### src/rtl/count_pwm_pkg.sv
// Shared types and defaults for the count-synchronised PWM block.
// Holds the FSM state encoding and the default counter widths.
package count_pwm_pkg;

  localparam int CNT_W_DEF  = 4;
  localparam int PCNT_W_DEF = 8;

  typedef enum logic [1:0] {
    IDLE  = 2'd0,
    ARM   = 2'd1,
    RUN   = 2'd2,
    DRAIN = 2'd3
  } state_t;

endpackage

### src/rtl/count_tracker.sv
// Follows the upstream free-running count: remembers the previous value,
// flags the wrap to zero and any step that is neither hold nor +1.
module count_tracker
  import count_pwm_pkg::*;
#(
  parameter int CNT_W = CNT_W_DEF
) (
  input  logic             clk,
  input  logic             reset,
  input  logic [CNT_W-1:0] count_in,
  output logic             wrap,
  output logic             jump
);

  localparam logic [CNT_W-1:0] CMAX = '1;

  logic [CNT_W-1:0] prev;

  always_ff @(posedge clk or posedge reset) begin
    if (reset) prev <= '0;
    else       prev <= count_in;
  end

  always_comb begin
    wrap = (prev == CMAX) && (count_in == '0);
    jump = !wrap
        && (count_in != prev)
        && (count_in != prev + CNT_W'(1));
  end

endmodule

### src/rtl/count_pwm.sv
// PWM generator locked to an external up-counter; duty changes only
// take effect at a count wrap so every period is glitch-free.
module count_pwm
  import count_pwm_pkg::*;
#(
  parameter int CNT_W  = CNT_W_DEF,
  parameter int PCNT_W = PCNT_W_DEF
) (
  input  logic              clk,
  input  logic              reset,
  input  logic [CNT_W-1:0]  count_in,
  input  logic              en,
  input  logic              duty_valid,
  input  logic [CNT_W:0]    duty,
  output logic              duty_ready,
  input  logic              clr,
  output logic              pwm_out,
  output logic              period_done,
  output logic [PCNT_W-1:0] period_cnt,
  output logic              sync_err
);

  localparam logic [CNT_W:0]    DMAX = {1'b1, {CNT_W{1'b0}}};
  localparam logic [PCNT_W-1:0] PMAX = '1;

  state_t         state;
  state_t         next_state;
  logic           wrap;
  logic           jump;
  logic           pending;
  logic [CNT_W:0] duty_pend;
  logic [CNT_W:0] duty_active;
  logic [CNT_W:0] duty_eff;
  logic [CNT_W:0] duty_clamp;
  logic           hs;
  logic           load;
  logic           running;
  logic           next_running;

  count_tracker #(.CNT_W(CNT_W)) u_tracker (
    .clk      (clk),
    .reset    (reset),
    .count_in (count_in),
    .wrap     (wrap),
    .jump     (jump)
  );

  always_ff @(posedge clk or posedge reset) begin
    if (reset) state <= IDLE;
    else       state <= next_state;
  end

  always_comb begin
    next_state = state;
    unique case (state)
      IDLE:  if (en) next_state = ARM;
      ARM:   if (!en) next_state = IDLE;
             else if (wrap) next_state = RUN;
      RUN:   if (!en) next_state = DRAIN;
      DRAIN: if (en) next_state = RUN;
             else if (wrap) next_state = IDLE;
      default: next_state = IDLE;
    endcase
  end

  always_comb begin
    duty_ready   = !pending;
    hs           = duty_valid && !pending;
    load         = wrap && pending;
    duty_clamp   = (duty > DMAX) ? DMAX : duty;
    duty_eff     = load ? duty_pend : duty_active;
    running      = (state == RUN) || (state == DRAIN);
    next_running = (next_state == RUN) || (next_state == DRAIN);
  end

  // A handshake needs pending clear, so it never collides with a load.
  always_ff @(posedge clk or posedge reset) begin
    if (reset) begin
      pending     <= 1'b0;
      duty_pend   <= '0;
      duty_active <= '0;
    end else if (load) begin
      pending     <= 1'b0;
      duty_active <= duty_pend;
    end else if (hs) begin
      pending     <= 1'b1;
      duty_pend   <= duty_clamp;
    end
  end

  always_ff @(posedge clk or posedge reset) begin
    if (reset) begin
      pwm_out     <= 1'b0;
      period_done <= 1'b0;
      period_cnt  <= '0;
      sync_err    <= 1'b0;
    end else begin
      pwm_out     <= next_running && ({1'b0, count_in} < duty_eff);
      period_done <= wrap && running;
      if (clr) begin
        period_cnt <= '0;
        sync_err   <= 1'b0;
      end else begin
        if (wrap && running && period_cnt != PMAX)
          period_cnt <= period_cnt + PCNT_W'(1);
        if (jump)
          sync_err <= 1'b1;
      end
    end
  end

endmodule

### config.mk
export PLATFORM = sky130hd
export DESIGN_NAME = count_pwm
export DESIGN_NICKNAME = d
export VERILOG_FILES = /design/src/rtl/count_pwm_pkg.sv /design/src/rtl/count_tracker.sv /design/src/rtl/count_pwm.sv
export SDC_FILE = /design/constraint.sdc
export NUM_CORES = 1
export LEC_CHECK = 0
export BUFFER_PORTS_ARGS = -buffer_cell sky130_fd_sc_hd__buf_2
export CAP_MARGIN = 40
export CORE_ASPECT_RATIO = 1.5
export CORE_UTILIZATION = 40
export CTS_CLUSTER_DIAMETER = 50
export CTS_CLUSTER_SIZE = 40
export DETAILED_ROUTE_END_ITERATION = 8
export HOLD_SLACK_MARGIN = 0.12
export PLACE_DENSITY = 0.59
export RECOVER_POWER = 25
export SLEW_MARGIN = 20
export SYNTH_ARGS = -nofsm -noshare
export SYNTH_HDL_FRONTEND = slang
export SYNTH_SLANG_ARGS = --single-unit
### constraint.sdc
create_clock -name clk -period 3.2 [get_ports clk]
set_input_delay 0.16 -clock clk [delete_from_list [all_inputs] [get_ports clk]]
set_output_delay 0.16 -clock clk [all_outputs]
set_load 0.01 [all_outputs]
* Yosys cells after proc, flatten, opt, wreduce, memory -nomap -nowiden
Cells that the tools add are included.
Widths: inputs -> output; s select.
** Storage, ports and cells
- Register bits :: 28
- Output and inout bits :: 12
- Logic and storage cells :: 56
** Operators by class
- Add/subtract/negate cells :: 2
- $lt $le $gt $ge :: 2
- Eq/ne operators :: 9
- Multiplexer cells :: 15
- Bitwise operators :: 1
- Reductions and logical operators :: 18
** Operators by type and width (number)
- $mux 8 :: 2
- $mux 2 :: 6
- $mux 5 :: 2
- $add 8x1->8 const B :: 1
- $eq 2x2->1 const B :: 4
- $logic_and 1x1->1 :: 8
- $ne 4x4->1 :: 2
- $ne 8x8->1 const B :: 1
- $pmux 2 s4 :: 1
- $reduce_bool 2->1 :: 3
- $gt 5x5->1 const B :: 1
- $lt 4x5->1 :: 1
- $add 4x1->4 const B :: 1
- $eq 4x4->1 const B :: 1
- $logic_not 4->1 :: 1
- $mux 1 :: 4
- $eq 2x1->1 const B :: 1
- $logic_not 1->1 :: 2
- $logic_not 2->1 :: 1
- $logic_or 1x1->1 :: 2
- $reduce_and 2->1 :: 1
- $not 1->1 :: 1

* Logic depth before layout (Yosys ltp)
- Depth after elaboration :: 8
- Mapped depth :: 9
- Depth with buffers taken out :: 9

* Hierarchy
Synthesis repeated with hierarchy kept, for this count alone.
** Unflattened totals
- Cell total of the unflattened synthesis :: 123
- Area total of the unflattened synthesis :: 1400.1 µm²
** Modules (own cells, without submodules)
- count_pwm :: instances 1, cells each 103, area each 1153.6 µm², seq. area each 600.6 µm²
- count_tracker :: instances 1, cells each 20, area each 246.5 µm², seq. area each 100.1 µm²

* Worst setup path after synthesis
No wires, ideal clock.
- Kind :: register to register
- Start point :: register u_tracker.prev[0]
- End point :: register pwm_out
- Library setup time :: 82 ps
- Arrival :: 2208 ps
- Required time :: 3118 ps
- Path slack :: 910 ps
- Stages on the path, launching flop included :: 10
- Path through :: dfrtp_1 ha_1 nor3b_4 nand3_2 mux2i_1 ha_1 a211oi_1 nand2_1 mux2_2 a31oi_1
** On the way
- Word-level cells in the longest chain between the ends :: 8
** RTL lines
- start: declaration :: RTL line count_tracker.sv:17 : logic [CNT_W-1:0] prev;
- start signal: assignment :: RTL line count_tracker.sv:21 : else prev <= count_in;
- $eq 4x4->1 (*) :: RTL line count_tracker.sv:25 : wrap = (prev == CMAX) && (count_in == '0);
- $logic_and 1x1->1 (*) :: RTL line count_tracker.sv:25
- $mux 2, on equally long branches :: RTL line count_pwm.sv:61, count_pwm.sv:58
- $mux 2, on equally long branches :: RTL line count_pwm.sv:60, count_pwm.sv:57
- $pmux 2 s4 :: RTL line count_pwm.sv:55 : unique case (state)
- $eq 2x2->1 :: RTL line count_pwm.sv:73 : next_running = (next_state == RUN) || (next_state == DRAIN);
- $logic_or 1x1->1 :: RTL line count_pwm.sv:73
- $logic_and 1x1->1 (*) :: RTL line count_pwm.sv:98 : pwm_out <= next_running && ({1'b0, count_in} < duty_eff);
- end signal: assignment :: RTL line count_pwm.sv:98
- end: declaration :: RTL line count_pwm.sv:17 : output logic pwm_out,
Mark *: on every way between the ends. The rest lies on a longest branch, timed or not.
A chain may end at the register's enable or synchronous reset.

* Final worst setup path
- Start point :: input port count_in[3]
- End point :: register pwm_out
** On the way
- Word-level cells in the longest chain between the ends :: 8
** RTL lines
- start: declaration :: RTL line count_pwm.sv:11 : input logic [CNT_W-1:0] count_in,
- $logic_not 4->1 :: RTL line count_tracker.sv:25
- $logic_and 1x1->1 :: RTL line count_tracker.sv:25
- $mux 2, on equally long branches :: RTL line count_pwm.sv:61, count_pwm.sv:58
- $mux 2, on equally long branches :: RTL line count_pwm.sv:60, count_pwm.sv:57
- $pmux 2 s4 :: RTL line count_pwm.sv:55
- $eq 2x2->1 :: RTL line count_pwm.sv:73
- $logic_or 1x1->1 :: RTL line count_pwm.sv:73
- $logic_and 1x1->1 (*) :: RTL line count_pwm.sv:98
Marked as above.

==> flow_summary.ini <==
[run_status]
status = completed

[clocking]
cts.sinks = 28
post_cts_resized = 0
htreeDepth = 1
clk_latency_ns = 0.27
cts_root_buf = clkbuf_8
cts-buffers-inserted = 3
cts.path.max_buffers = 2
cts_tree = yes
path_clk_slew_ns = 0.09

[sta]
finClkSkew_ns = 0.00121
setup_viol = 0
report.final.slew_viol_count = 0
rsz0062_at_grt = false
whs_ns = 0.145
fin_crit_sh = 0.836
tns_ns = 0
hold_viol = 0
worst_pin_slew_ns = 0.573
max-slew-margin-rel = 0.618
max_freq_mhz = 374
layout_min_cycle_time_ns = 2.68

[logic_synthesis]
ys_ff_latch = 28
synthArstFlopShare = 1.00
synth_top_area_frac = 0.491
synth_xor_area_frac = 0.0491
yosys.area_share.adder = 0.0438
synthTopCellsByCount = dfrtp_1, inv_1, nand2_1
yosysMostFrequentCell = dfrtp_1
syn_avg_cell_area_um2 = 10.8
synth.area.mux_share = 0.0447
yosysSeqAreaShare = 0.491
syn-num-nets = 151
synth_top_family_by_area = simple AND/OR/NAND/NOR gates
ys_types = 38
synth-warning-count = 0
synth_edf_count = 0
ys.flop_type = dfrtp_1
synth_area_um2 = 1430
syn_inst = 132
synth_compound_area_frac = 0.131
synthTopCellsByArea = dfrtp_1, ha_1, xnor2_1
synth-simple-area-share = 0.192
synth_area_leader_cell = dfrtp_1

[power_and_ir_drop]
power_density_nw_per_um2 = 379
p_total_w = 0.000643
p_leak_nw = 0.798
vdd_drop_max_mv = 0.241

[place]
gp_congestion = 0.752
io_buffers = 25
place_inst = 196
postPlaceCellArea_um2 = 1600
hpwlAfterDp_mm = 2.30

[global_route]
first_global_vias = 1217
grt_max_degree = 17
antenna_found_initial = 0
track_usage = 0.181
gr-total-overflow = 0
grt_pass1_wl_mm = 5.07

[finish]
nNetsFinal = 184
fin_cells = 205
diodes = 0
final_cell_area_um2 = 1700
drive_above_1_share = 0.209
area_growth_syn_to_layout_pct = 18.8

[routing]
post-route-drc-count = 0
firstDrtPassIters = 4
post_drt_wl_per_cell_um = 14.2
vias = 1112
detail-route-antenna-nets = 0
drt-initial-drc-count = 24
drt_wl_total_mm = 2.92
vias_per_cell = 5.42

[floorplan]
core_region_area_um2 = 3420
die_y_um = 75.2
initial_core_util = 0.418
die_area_um2 = 3820
fp-row-count = 26
die_width_um = 50.8
num_io_pins = 26

[critical_path]
endpoint_kind = flip-flop
worstPathRequired_ns = 3.39
critical_path_arrival_ns = 2.87
cp-start-kind = input port
cp_slowest_cell = dlygate4sd3_1
worstPathMaxFanout = 8
crit_buf_inv = 2
path_delay_family = simple AND/OR/NAND/NOR gates
path_cells = dlygate4sd3_1 -> clkbuf_1 -> and4bb_2 -> nand3_2 -> mux2i_1 -> ha_1 -> a211oi_1 -> nand2_1 -> mux2_2 -> a31oi_1
cpPeakStageDelay_ns = 0.53
critical_path_class = input port to flip-flop

[flow_run]
drv_cap = 0

[min_path]
hold_class = input port to flip-flop
cells in the final DEF (no fill, tap or decap), drive strengths merged:
cell         netlist  final
a211oi             2      2
a21boi             1      1
a21oi              8      8
a31oi              4      4
and3               1      1
and4               3      3
and4bb             1      1
buf                4     21
clkbuf             0      8
dfrtp             28     28
dlygate4sd3        0      6
ha                 5      5
inv               10     10
mux2               3      3
mux2i              3      3
nand2             10     10
nand2b             4      4
nand3              6      6
nand3b             1      1
nand4              2      2
nor2               1      1
nor3               1      1
nor3b              1      1
nor4               1      1
nor4b              1      1
nor4bb             1      1
o21a               3      3
o21ai              6      6
o31ai              4      4
o32ai              1      1
o41ai              1      1
or2                1      1
or3                2      2
or4                4      4
xnor2              7      7
xor2               1      1
tightest hold or removal path: cells and delay by family:
family	cells	cell delay, ns
buf+inv	1	0.10
simple gates	1	0.05
compound gates	1	0.06
kinds of logic (layout without fill, tap and decap cells):
| logic type | count (synthesis) | count (layout) |
|---|---|---|
| buf+inv | 14 | 45 |
| xor+xnor | 8 | 8 |
| mux | 6 | 6 |
| simple gates | 41 | 41 |
| compound gates | 30 | 30 |
| flops | 28 | 28 |
| fa+ha+maj | 5 | 5 |
sequential cells by signal (all words and copies together), names as in the netlist:
signal	flops
sync_err	1
u_tracker.prev	4
state	2
period_done	1
duty_active	5
duty_pend	5
period_cnt	8
pwm_out	1
pending	1
routing by layer:
layer  track usage  vias to the layer above  wire length [um]
li1              -                      544                 -
met1         0.175                      538              1130
met2         0.353                       24              1670
met3        0.0263                        6                65
met4         0.111                        0                58
met5             0                        -                 0
power breakdown:
group	switching [W]	internal, W	total, W
clock network	0.0000985	0.0000843	0.000183
registers	0.0000118	0.000371	0.000382
logic	0.0000392	0.0000390	0.0000782
total	0.000149	0.000494	0.000643
final timing paths:
kind / from / endpoint / slack, ns / cells past startpoint
min: duty[0] / duty_pend[0] / 0.15 / 3
min in group asynchronous: reset / sync_err / 0.49 / 3
max reg2reg: u_tracker.prev[0] / pwm_out / 0.62 / 9
max: count_in[3] / pwm_out / 0.52 / 10
max in group asynchronous: reset / state[0] / 2.24 / 4
min reg2reg: state[0] / state[0] / 0.49 / 1
area by class of cell:
| cell class | count | area, um^2 |
|---|---|---|
| clock buffer | 3 | 41.3 |
| fill | 327 | 1720 |
| inverter | 10 | 37.5 |
| multi-input combinational | 90 | 658 |
| sequential | 28 | 701 |
| tap | 42 | 52.6 |
| timing repair buffer | 32 | 206 |
per-stage QoR:
step / setup WS, ns / util
6_report: 0.525 / 0.497
5_1_grt: 0.378 / 0.497
4_1_cts: 0.554 / 0.499
3_5_place_dp: 0.629 / 0.469
3_3_place_gp: 0.776 / 0.461
2_1_floorplan: 0.910 / -
repair_timing:
action                    CTS  global route
setup buffers               0             0
hold buffers                6             0
hold endpoints to repair   17             0
Note: power is estimated with default switching activity, not from simulation.
